### config.mk
export PLATFORM = sky130hd
export DESIGN_NAME = symbol_deframer
export DESIGN_NICKNAME = d
export VERILOG_FILES = /design/src/rtl/phy_pkg.sv /design/src/rtl/commit_fifo.sv /design/src/rtl/symbol_deframer.sv
export SDC_FILE = /design/constraint.sdc
export NUM_CORES = 1
export LEC_CHECK = 0
export ABC_AREA = 1
export ABC_CLOCK_PERIOD_IN_PS = 4200
export CORE_MARGIN = 8
export CORE_UTILIZATION = 48
export CTS_BUF_LIST = sky130_fd_sc_hd__clkbuf_8
export DETAILED_ROUTE_END_ITERATION = 8
export PLACE_DENSITY = 0.63
export SLEW_MARGIN = 15
export SYNTH_ARGS = -nofsm -noshare
export SYNTH_HDL_FRONTEND = slang
export SYNTH_HIERARCHICAL = 1
export SYNTH_SLANG_ARGS = --single-unit
export TNS_END_PERCENT = 5
### constraint.sdc
create_clock -name clk -period 4.2 [get_ports clk]
set_clock_uncertainty 0.05 [all_clocks]
set_input_delay 0.42 -clock clk [delete_from_list [all_inputs] [get_ports clk]]
set_output_delay 0.42 -clock clk [all_outputs]
set_load 0.05 [all_outputs]
### src/rtl/phy_pkg.sv
// ---------------------------------------------------------------------------
// phy_pkg
// Types and constants shared by the QPSK receiver, the transmitter and the
// symbol deframer.
//   SYM_W             bits per QPSK symbol (one dibit)
//   CSUM_W            width of the frame checksum
//   DEF_PAYLOAD_BYTES default number of payload bytes per frame
//   sym_t             one received dibit
//   phase_t           where the deframer is inside a frame
//   csum_add          adds one payload byte into the running checksum
// ---------------------------------------------------------------------------
package phy_pkg;

  localparam int SYM_W             = 2;
  localparam int CSUM_W            = 6;
  localparam int DEF_PAYLOAD_BYTES = 15;

  typedef logic [SYM_W-1:0] sym_t;

  typedef enum logic [1:0] {
    PH_IDLE    = 2'd0,
    PH_PAYLOAD = 2'd1,
    PH_CSUM    = 2'd2
  } phase_t;

  // The checksum is the byte sum mod 2^CSUM_W, so only the low bits of each
  // byte can ever affect it.
  function automatic logic [CSUM_W-1:0] csum_add(input logic [CSUM_W-1:0] sum,
                                                 input logic [7:0]        data);
    return sum + data[CSUM_W-1:0];
  endfunction

endpackage

### src/rtl/commit_fifo.sv
// ---------------------------------------------------------------------------
// commit_fifo
// Byte FIFO with a speculative write pointer. Writes land at wr_spec; they
// become visible to the reader only when i_commit copies wr_spec into
// wr_commit. i_rollback throws away everything written since the last commit.
// One slot is always kept free, so capacity is DEPTH-1 entries.
//   clk, rst_n     clock, asynchronous active-low reset
//   i_wr_en        write i_wr_data at wr_spec (ignored when full)
//   i_wr_data      {last, byte}
//   i_commit       publish all speculative entries
//   i_rollback     discard all speculative entries
//   o_out_valid    a committed entry is available
//   i_out_ready    consumer takes the entry at the head
//   o_out_data     head entry, zero when nothing is committed
//   o_level        entries held, committed plus speculative
// ---------------------------------------------------------------------------
module commit_fifo #(
  parameter int DEPTH = 32,
  parameter int DW    = 9
) (
  input  logic                   clk,
  input  logic                   rst_n,
  input  logic                   i_wr_en,
  input  logic [DW-1:0]          i_wr_data,
  input  logic                   i_commit,
  input  logic                   i_rollback,
  output logic                   o_out_valid,
  input  logic                   i_out_ready,
  output logic [DW-1:0]          o_out_data,
  output logic [$clog2(DEPTH):0] o_level
);

  localparam int AW = $clog2(DEPTH);
  localparam int PW = AW + 1;

  logic [DW-1:0] r_mem [DEPTH];
  logic [PW-1:0] r_wr_spec;
  logic [PW-1:0] r_wr_commit;
  logic [PW-1:0] r_rd;

  logic [PW-1:0] w_level;
  logic          w_full;
  logic          w_empty;
  logic          w_wr;
  logic          w_rd_fire;

  // Occupancy and handshake decode; pointers carry an extra wrap bit so
  // equal pointers always mean empty.
  always_comb begin
    w_level   = r_wr_spec - r_rd;
    w_full    = (w_level == PW'(DEPTH - 1));
    w_empty   = (r_rd == r_wr_commit);
    w_wr      = i_wr_en && !w_full && !i_rollback;
    w_rd_fire = !w_empty && i_out_ready;
  end

  assign o_level     = w_level;
  assign o_out_valid = !w_empty;
  // The head slot is never rewritten while it is unread, so the data holds
  // steady through a stall.
  assign o_out_data  = w_empty ? {DW{1'b0}} : r_mem[r_rd[AW-1:0]];

  // Storage array write.
  always_ff @(posedge clk) begin
    if (w_wr) begin
      r_mem[r_wr_spec[AW-1:0]] <= i_wr_data;
    end
  end

  // Pointer update: rollback only rewinds wr_spec, never rd.
  always_ff @(posedge clk or negedge rst_n) begin
    if (!rst_n) begin
      r_wr_spec   <= {PW{1'b0}};
      r_wr_commit <= {PW{1'b0}};
      r_rd        <= {PW{1'b0}};
    end else begin
      if (i_rollback) begin
        r_wr_spec <= r_wr_commit;
      end else if (w_wr) begin
        r_wr_spec <= r_wr_spec + PW'(1);
      end
      if (i_commit) begin
        r_wr_commit <= r_wr_spec;
      end
      if (w_rd_fire) begin
        r_rd <= r_rd + PW'(1);
      end
    end
  end

endmodule

### src/rtl/symbol_deframer.sv
// ---------------------------------------------------------------------------
// symbol_deframer
// Turns the QPSK receiver's dibit stream into checked bytes. A frame is
// 4*PAYLOAD_BYTES payload dibits (MSB-first bytes) followed by a 6-bit
// checksum in 3 dibits. Bytes go into a commit/rollback FIFO and are released
// only when the checksum matches and nothing overflowed.
//   clk, rst_n   clock, asynchronous active-low reset
//   in_valid     one dibit per strobe, no backpressure
//   in_data      dibit
//   out_valid    committed byte available
//   out_ready    consumer accepts on out_valid & out_ready
//   out_data     payload byte
//   out_last     final byte of a frame
//   frame_ok     1-cycle pulse, frame committed
//   frame_err    1-cycle pulse, frame discarded (checksum, gap or overflow)
//   overflow     sticky, a byte was dropped because the FIFO was full
// ---------------------------------------------------------------------------
module symbol_deframer
  import phy_pkg::*;
#(
  parameter int PAYLOAD_BYTES = DEF_PAYLOAD_BYTES,
  parameter int FIFO_DEPTH    = 32,
  parameter int GAP_CYCLES    = 64
) (
  input  logic       clk,
  input  logic       rst_n,
  input  logic       in_valid,
  input  sym_t       in_data,
  output logic       out_valid,
  input  logic       out_ready,
  output logic [7:0] out_data,
  output logic       out_last,
  output logic       frame_ok,
  output logic       frame_err,
  output logic       overflow
);

  localparam int PAY_SYMS   = 4 * PAYLOAD_BYTES;
  localparam int FRAME_SYMS = PAY_SYMS + 3;
  localparam int CW         = $clog2(FRAME_SYMS + 1);
  localparam int GW         = $clog2(GAP_CYCLES + 1);
  localparam int LW         = $clog2(FIFO_DEPTH) + 1;

  logic [CW-1:0]     r_sym_cnt;
  logic [GW-1:0]     r_idle;
  logic [5:0]        r_shift;
  logic [CSUM_W-1:0] r_sum;
  logic [CSUM_W-1:0] r_rx_csum;
  logic              r_frame_bad;
  logic              r_commit;
  logic              r_rollback;
  logic              r_frame_ok;
  logic              r_frame_err;
  logic              r_overflow;

  phase_t            w_phase;
  logic [7:0]        w_byte;
  logic [CSUM_W-1:0] w_rx_csum;
  logic              w_byte_done;
  logic              w_frame_end;
  logic              w_csum_match;
  logic              w_gap_abort;
  logic              w_full;
  logic              w_wr_en;
  logic [8:0]        w_wr_data;
  logic [8:0]        w_rd_data;
  logic [LW-1:0]     w_level;

  // Frame position of the next accepted symbol.
  always_comb begin
    if (r_sym_cnt == {CW{1'b0}}) begin
      w_phase = PH_IDLE;
    end else if (r_sym_cnt < CW'(PAY_SYMS)) begin
      w_phase = PH_PAYLOAD;
    end else begin
      w_phase = PH_CSUM;
    end
  end

  // Byte assembly, checksum compare and abort decode for the current symbol.
  always_comb begin
    w_byte       = {r_shift, in_data};
    w_rx_csum    = {r_rx_csum[CSUM_W-SYM_W-1:0], in_data};
    w_byte_done  = in_valid && (w_phase != PH_CSUM) && (r_sym_cnt[1:0] == 2'b11);
    w_frame_end  = in_valid && (r_sym_cnt == CW'(FRAME_SYMS - 1));
    w_csum_match = (w_rx_csum == r_sum);
    // Fires on the last of GAP_CYCLES idle cycles; the next cycle is a clean
    // frame start, so a symbol arriving there becomes symbol 0.
    w_gap_abort  = !in_valid && (w_phase != PH_IDLE) &&
                   (r_idle == GW'(GAP_CYCLES - 1));
    // One slot stays free so a full FIFO is distinguishable from an empty one.
    w_full       = (w_level == LW'(FIFO_DEPTH - 1));
    w_wr_en      = w_byte_done && !w_full;
    w_wr_data    = {(r_sym_cnt == CW'(PAY_SYMS - 1)), w_byte};
  end

  // Deframer state machine: symbol counter, packer, checksum and frame verdict.
  always_ff @(posedge clk or negedge rst_n) begin
    if (!rst_n) begin
      r_sym_cnt   <= {CW{1'b0}};
      r_idle      <= {GW{1'b0}};
      r_shift     <= 6'd0;
      r_sum       <= {CSUM_W{1'b0}};
      r_rx_csum   <= {CSUM_W{1'b0}};
      r_frame_bad <= 1'b0;
      r_commit    <= 1'b0;
      r_rollback  <= 1'b0;
      r_frame_ok  <= 1'b0;
      r_frame_err <= 1'b0;
      r_overflow  <= 1'b0;
    end else begin
      r_commit    <= 1'b0;
      r_rollback  <= 1'b0;
      r_frame_ok  <= 1'b0;
      r_frame_err <= 1'b0;
      if (in_valid) begin
        r_idle <= {GW{1'b0}};
        if (w_frame_end) begin
          r_sym_cnt <= {CW{1'b0}};
          if (w_csum_match && !r_frame_bad) begin
            r_frame_ok <= 1'b1;
            r_commit   <= 1'b1;
          end else begin
            r_frame_err <= 1'b1;
            r_rollback  <= 1'b1;
          end
        end else begin
          r_sym_cnt <= r_sym_cnt + CW'(1);
        end
        if (w_phase == PH_CSUM) begin
          r_rx_csum <= w_rx_csum;
        end else begin
          r_shift <= {r_shift[3:0], in_data};
        end
        if (w_phase == PH_IDLE) begin
          r_sum       <= {CSUM_W{1'b0}};
          r_frame_bad <= 1'b0;
        end else if (w_byte_done) begin
          r_sum <= csum_add(r_sum, w_byte);
          if (w_full) begin
            // Byte is dropped; the frame keeps counting and fails at its end.
            r_frame_bad <= 1'b1;
            r_overflow  <= 1'b1;
          end
        end
      end else if (w_gap_abort) begin
        r_sym_cnt   <= {CW{1'b0}};
        r_idle      <= {GW{1'b0}};
        r_frame_err <= 1'b1;
        r_rollback  <= 1'b1;
      end else if (w_phase != PH_IDLE) begin
        r_idle <= r_idle + GW'(1);
      end else begin
        r_idle <= {GW{1'b0}};
      end
    end
  end

  commit_fifo #(
    .DEPTH (FIFO_DEPTH),
    .DW    (9)
  ) u_fifo (
    .clk         (clk),
    .rst_n       (rst_n),
    .i_wr_en     (w_wr_en),
    .i_wr_data   (w_wr_data),
    .i_commit    (r_commit),
    .i_rollback  (r_rollback),
    .o_out_valid (out_valid),
    .i_out_ready (out_ready),
    .o_out_data  (w_rd_data),
    .o_level     (w_level)
  );

  assign out_data  = w_rd_data[7:0];
  assign out_last  = w_rd_data[8];
  assign frame_ok  = r_frame_ok;
  assign frame_err = r_frame_err;
  assign overflow  = r_overflow;

endmodule

; Word-level counts from Yosys, hierarchy flattened
; Memory sizes are Yosys's and may differ from the RTL's.
; Index checks and enable logic that the tools add are counted.
[op_classes]
bitwise_logic = 2
addsub = 6
magnitude_cmp = 1
mux = 25
n_reduce_logical = 27
n_eq_ne = 9
[op_table]
columns = operator, n
row1 = 2-to-1 mux 6 bit, 7
row2 = 2-to-1 mux 7 bit, 3
row3 = adder 6 x 1 -> 6 bit (second input constant), 3
row4 = == test 6 bit, 2
row5 = == test 6 bit (second input constant), 2
row6 = 2-to-1 mux 1 bit, 12
row7 = logical AND 1 bit, 10
row8 = nonzero test 2 bit, 5
row9 = 2-to-1 mux 9 bit, 1
row10 = adder 7 x 1 -> 7 bit (second input constant), 1
row11 = == test 7 x 6 -> 1 bit (second input constant), 1
row12 = adder 6 bit, 1
row13 = == test 6 x 5 -> 1 bit (second input constant), 1
row14 = zero test 6 bit, 1
row15 = less-than comparator 6 bit (second input constant), 1
row16 = AND reduction 2 bit, 3
row17 = subtractor 6 bit, 1
row18 = zero test 1 bit, 5
row19 = == test 2 bit (second input constant), 2
row20 = 2-to-1 mux 2 bit, 2
row21 = AND reduction 4 bit, 1
row22 = AND reduction 3 bit, 1
row23 = zero test 2 bit, 1
row24 = != test 2 bit (second input constant), 1
row25 = NOT 1 bit, 2
[word_totals]
ramBits = 288
ff_bits = 51
out_inout_bits = 13
word_cells = 83
inputBits = 6
memories = 1
[memory_table]
columns = memory, depth, word_bits, read_ports, rd_clocked_by_memory_dff, write_ports, line_no
row1 = u_fifo.r_mem, 32, 9, 1, 0, 1, commit_fifo.sv:36  ; logic [DW-1:0] r_mem [DEPTH];

; Depth between registers and ports, before layout
[depth]
word_depth = 11
depth_mapped = 17
mapped_depth_nobuf = 16

; Modules after synthesis
; Netlist, hierarchy kept.
[by_module_without_submodules]
columns = mod, area_per_inst_um2, cells_per_inst, n_inst, seq_area_each_um2
row1 = commit_fifo, 13066.3, 1159, 1, 9098.7
row2 = symbol_deframer, 1796.7, 205, 1, 825.8

; Least setup slack after synthesis
; OpenSTA, ideal clock, no wires.
[synth_path]
path_type = register to register
from = register r_sym_cnt[1]
to = memory u_fifo.r_mem[0][8] (data pin)
arrival_time_ns = 2.487
slack_ns = 1.123
path_stages_with_launch = 4
path_buffers = 0
required_time_ns = 3.610
path_cell_list = dfrtp_1 ha_1 inv_1 nor4_1
[synth_between]
elab_chain_cells = 1
[synth_lines]
columns = element, line_no
row1 = start: declaration, symbol_deframer.sv:44  ; logic [CW-1:0] r_sym_cnt;
row2 = start signal: assignment, symbol_deframer.sv:100  ; r_sym_cnt <= {CW{1'b0}};
row3 = start signal: assignment, symbol_deframer.sv:119  ; r_sym_cnt <= {CW{1'b0}};
row4 = start signal: assignment, symbol_deframer.sv:128  ; r_sym_cnt <= r_sym_cnt + CW'(1);
row5 = == test 6 bit, symbol_deframer.sv:94  ; w_wr_data = {(r_sym_cnt == CW'(PAY_SYMS - 1)), w_byte};
row6 = net w_wr_data[8], symbol_deframer.sv:65  ; logic [8:0] w_wr_data;
row7 = end: declaration, commit_fifo.sv:36
; The timed path passes the listed nets, and every way through them passes these cells.

; Worst setup path in the final report
[layout_path]
from = register u_fifo.r_rd[0]
to = output out_data[1]
[layout_between]
elab_chain_cells = 2
[layout_lines]
columns = element, line_no
row1 = start: declaration, commit_fifo.sv:39  ; logic [PW-1:0] r_rd;
row2 = start signal: assignment, commit_fifo.sv:75  ; r_rd <= {PW{1'b0}};
row3 = start signal: assignment, commit_fifo.sv:86  ; r_rd <= r_rd + PW'(1);
row4 = memory (32 x 9 bit) / == test 6 bit (equally long branches), --
row5 = 2-to-1 mux 9 bit (*), commit_fifo.sv:61  ; assign o_out_data = w_empty ? {DW{1'b0}} : r_mem[r_rd[AW-1:0]];
row6 = end: declaration, symbol_deframer.sv:31  ; output logic [7:0] out_data,
; Every way passes the cells marked *; elsewhere a longest branch is shown, timed or not.

==> flow_metrics.py <==
metrics = {
    "sta": {
        "drv_slew": 0,
        "setup-violations-final": 0,
        "setup_ws_ns": 0.3640,
        "tightestPinTransition_ns": 1.075,
        "fmax_ghz": 0.2607,
        "grt_setup_unrepaired": "false",
        "slew_headroom_pct": 27.78,
        "hold_viol_final": 0,
        "fin_hold_ws_ns": 0.4127,
        "fin_setup_tns_ns": 0,
        "period_minus_slack_ns": 3.836,
        "finalCritPeriodShare_pct": 91.33,
    },
    "logic_synthesis": {
        "syn_area_um2": 14860,
        "synthDistinctLibCells": 39,
        "yosys.area.top_type": "edfxtp_1",
        "syn_avg_cell_area_um2": 10.90,
        "postSynthCellCount": 1364,
        "synth_top_area_share_pct": 58.19,
        "yosys-top-cells-area": "edfxtp_1 (58%), dfrtp_1 (8.6%), nand2_1 (7.8%)",
        "synth_nets": 1391,
        "synth_edf_count": 288,
        "seq_area_frac_synth_pct": 66.77,
        "synth-seq-cells": 339,
        "synthFlopType": "edfxtp_1",
        "yosysWarningCount": 6,
        "async_flop_share_pct": 15.04,
    },
    "cells_and_area": {
        "drive_gt1_share_pct": 9.358,
        "fin_cells": 1828,
        "diodes": 0,
        "final_nets": 1416,
        "layout_common_cells": "nand2_1 (307), edfxtp_1 (288), nor2_1 (190)",
        "syn2layout_area_growth_pct": 9.908,
        "layout_commonest_cell": "nand2_1",
    },
    "power": {
        "leakage_nw": 6.044,
        "p_per_area_nw_per_um2": 663.1,
        "ir_worst_vdd_v": 0.0004363,
        "finalPower_mw": 10.83,
    },
    "worst_hold_path": {
        "hold_end": "r_idle[0]",
        "min_path_cells": 1,
        "hold_path.class": "reg2reg",
        "min_from": "r_idle[0]",
    },
    "critical_path": {
        "worstPathRequired_ns": 3.73,
        "critPathMaxFanout": 147,
        "slowest_stage": "buf_12",
        "slowest_delay_ns": 0.47,
        "crit_path_end_kind": "primary output",
        "crit_arrival_ns": 3.37,
        "critPathKind": "reg2out",
        "critPathTopFamily": "buffers and inverters",
        "reg2reg_from": "u_fifo/r_rd[1]",
        "crit_chain": "buf_12, inv_4, buf_4, o21ai_0, nand3_1, a21oi_1, nand2_1, nand2_1, nor2_1, buf_4",
        "r2r_end": "u_fifo/r_mem[24][0]",
        "crit_buf_inv": 4,
        "start_kind": "register",
        "ff2ff_setup_slack_ns": 0.80,
        "r2r.worst_path.cells": 11,
    },
    "floorplan": {
        "start_util_pct": 48.72,
        "rows": 64,
        "die-height_um": 192.0,
        "io_pins": 19,
        "die_area_um2": 36850,
        "fp.dieW_um": 192.0,
        "core_um2": 30510,
    },
    "placed_design": {
        "gp_congestion": 0.8504,
        "portBuffers": 18,
        "dp_slack_ns": 0.8269,
        "dp.cells": 1728,
        "hpwl_mm": 23.04,
    },
    "clocking": {
        "ctsRootBufferMaster": "clkbuf_8",
        "cts_tree": "built",
        "cts_num_sinks": 339,
        "postCtsSetupRepairBufs": 0,
        "numCtsBuffers": 54,
        "cts_resized": 0,
        "clk_latency_ns": 0.57,
        "clockBufferDepth": 3,
        "htree_levels": 2,
        "clk_pin_slew_ns": 0.06,
    },
    "drt": {
        "drcViolationCount": 0,
        "routed_wl_mm": 38.82,
        "routedWlPerCell_um": 21.24,
        "dr.pass1.iters": 7,
        "drt_iter0_markers": 1143,
        "vias": 10325,
        "vias_per_cell": 5.648,
        "ant_nets": 0,
    },
    "global_routing": {
        "grt_max_degree": 148,
        "grt_pass1_vias": 10149,
        "grt_use_total_pct": 21.14,
        "antenna_found_initial": 0,
        "overflow": 0,
        "grt_pass1_wl_mm": 58.99,
    },
    "outcome": {
        "status": "finished clean",
    },
    "job": {
        "drv_cap": 0,
    },
}
-- worst max path at each step --
| stage | startpoint | depth (start not counted) | end |
|---|---|---|---|
| 6_report | u_fifo/r_rd[0] | 10 | out_data[1] |
| 5_1_grt | u_fifo/r_rd[0] | 12 | out_data[1] |
| 4_1_cts | u_fifo/r_rd[0] | 10 | out_data[1] |
| 3_5_place_dp | in_valid | 8 | u_fifo/r_mem[24][6] |
| 3_3_place_gp | u_fifo/r_rd[1] | 11 | u_fifo/r_mem[5][7] |
| 2_1_floorplan | r_sym_cnt[1] | 3 | u_fifo/r_mem[0][8] |
-- sequential cells by signal (all words and copies together) (netlist names) --
register,flops
u_fifo/r_wr_spec,6
u_fifo/r_rd,6
u_fifo/r_wr_commit,6
r_rx_csum,4
r_frame_bad,1
r_sum,6
r_shift,6
frame_err,1
frame_ok,1
r_idle,7
u_fifo/r_mem,288
overflow,1
r_sym_cnt,6
-- timing repair --
| action | CTS | global route |
|---|---|---|
| setup endpoints to repair | 0 | 0 |
| hold endpoints to repair | 34 | 0 |
| hold buffers | 1 | 0 |
-- logic make-up after synthesis --
kind of cell    synth area share [%]
compound gates                 8.662
mux                           0.2020
simple gates                   17.11
xor+xnor                       1.061
fa+ha+maj                      1.869
buf+inv                        4.327
flops                          66.77
-- cell usage after synthesis (all sizes together), types with 2 or more instances --
cell,n
buf,60
xor2,12
ha,19
o22ai,17
o21ai,116
dfrtp,51
nor2,194
clkbuf,10
nor3,14
a21oi,70
edfxtp,288
nand3,82
o211ai,25
xnor2,6
fa,2
nand4,7
mux2,2
a211oi,5
inv,63
nand2,314
-- through the flow --
stage / cell area, um2 / util, %
3_5_place_dp: 15300 / 50.15
6_report: 16340 / 53.54
2_1_floorplan: 14860 / -
3_3_place_gp: 15300 / 50.15
5_1_grt: 16340 / 53.54
4_1_cts: 16340 / 53.54
-- layout make-up --
type / count / area, um2
Fill cell: 2661 / 14170
Sequential cell: 339 / 9933
Multi-Input combinational cell: 892 / 4302
Clock buffer: 55 / 757.0
Tap cell: 396 / 495.5
Timing Repair Buffer: 39 / 337.8
Clock inverter: 44 / 269.0
Inverter: 63 / 241.5
-- where the power goes --
part	switching, mW	total, mW	internal [mW]
logic	2.95	4.11	1.16
clock network	1.27	2.68	1.41
registers	0.215	4.04	3.83
total	4.44	10.8	6.39
-- layer usage --
metal	vias up	GRT usage [%]	routed length, um
met3	77	4.357	2931
met2	434	33.94	18410
li1	4781	-	-
met1	5033	28.34	16450
met5	-	0	0
met4	0	7.253	1027
No activity file was read; power rests on OpenSTA's default activity.
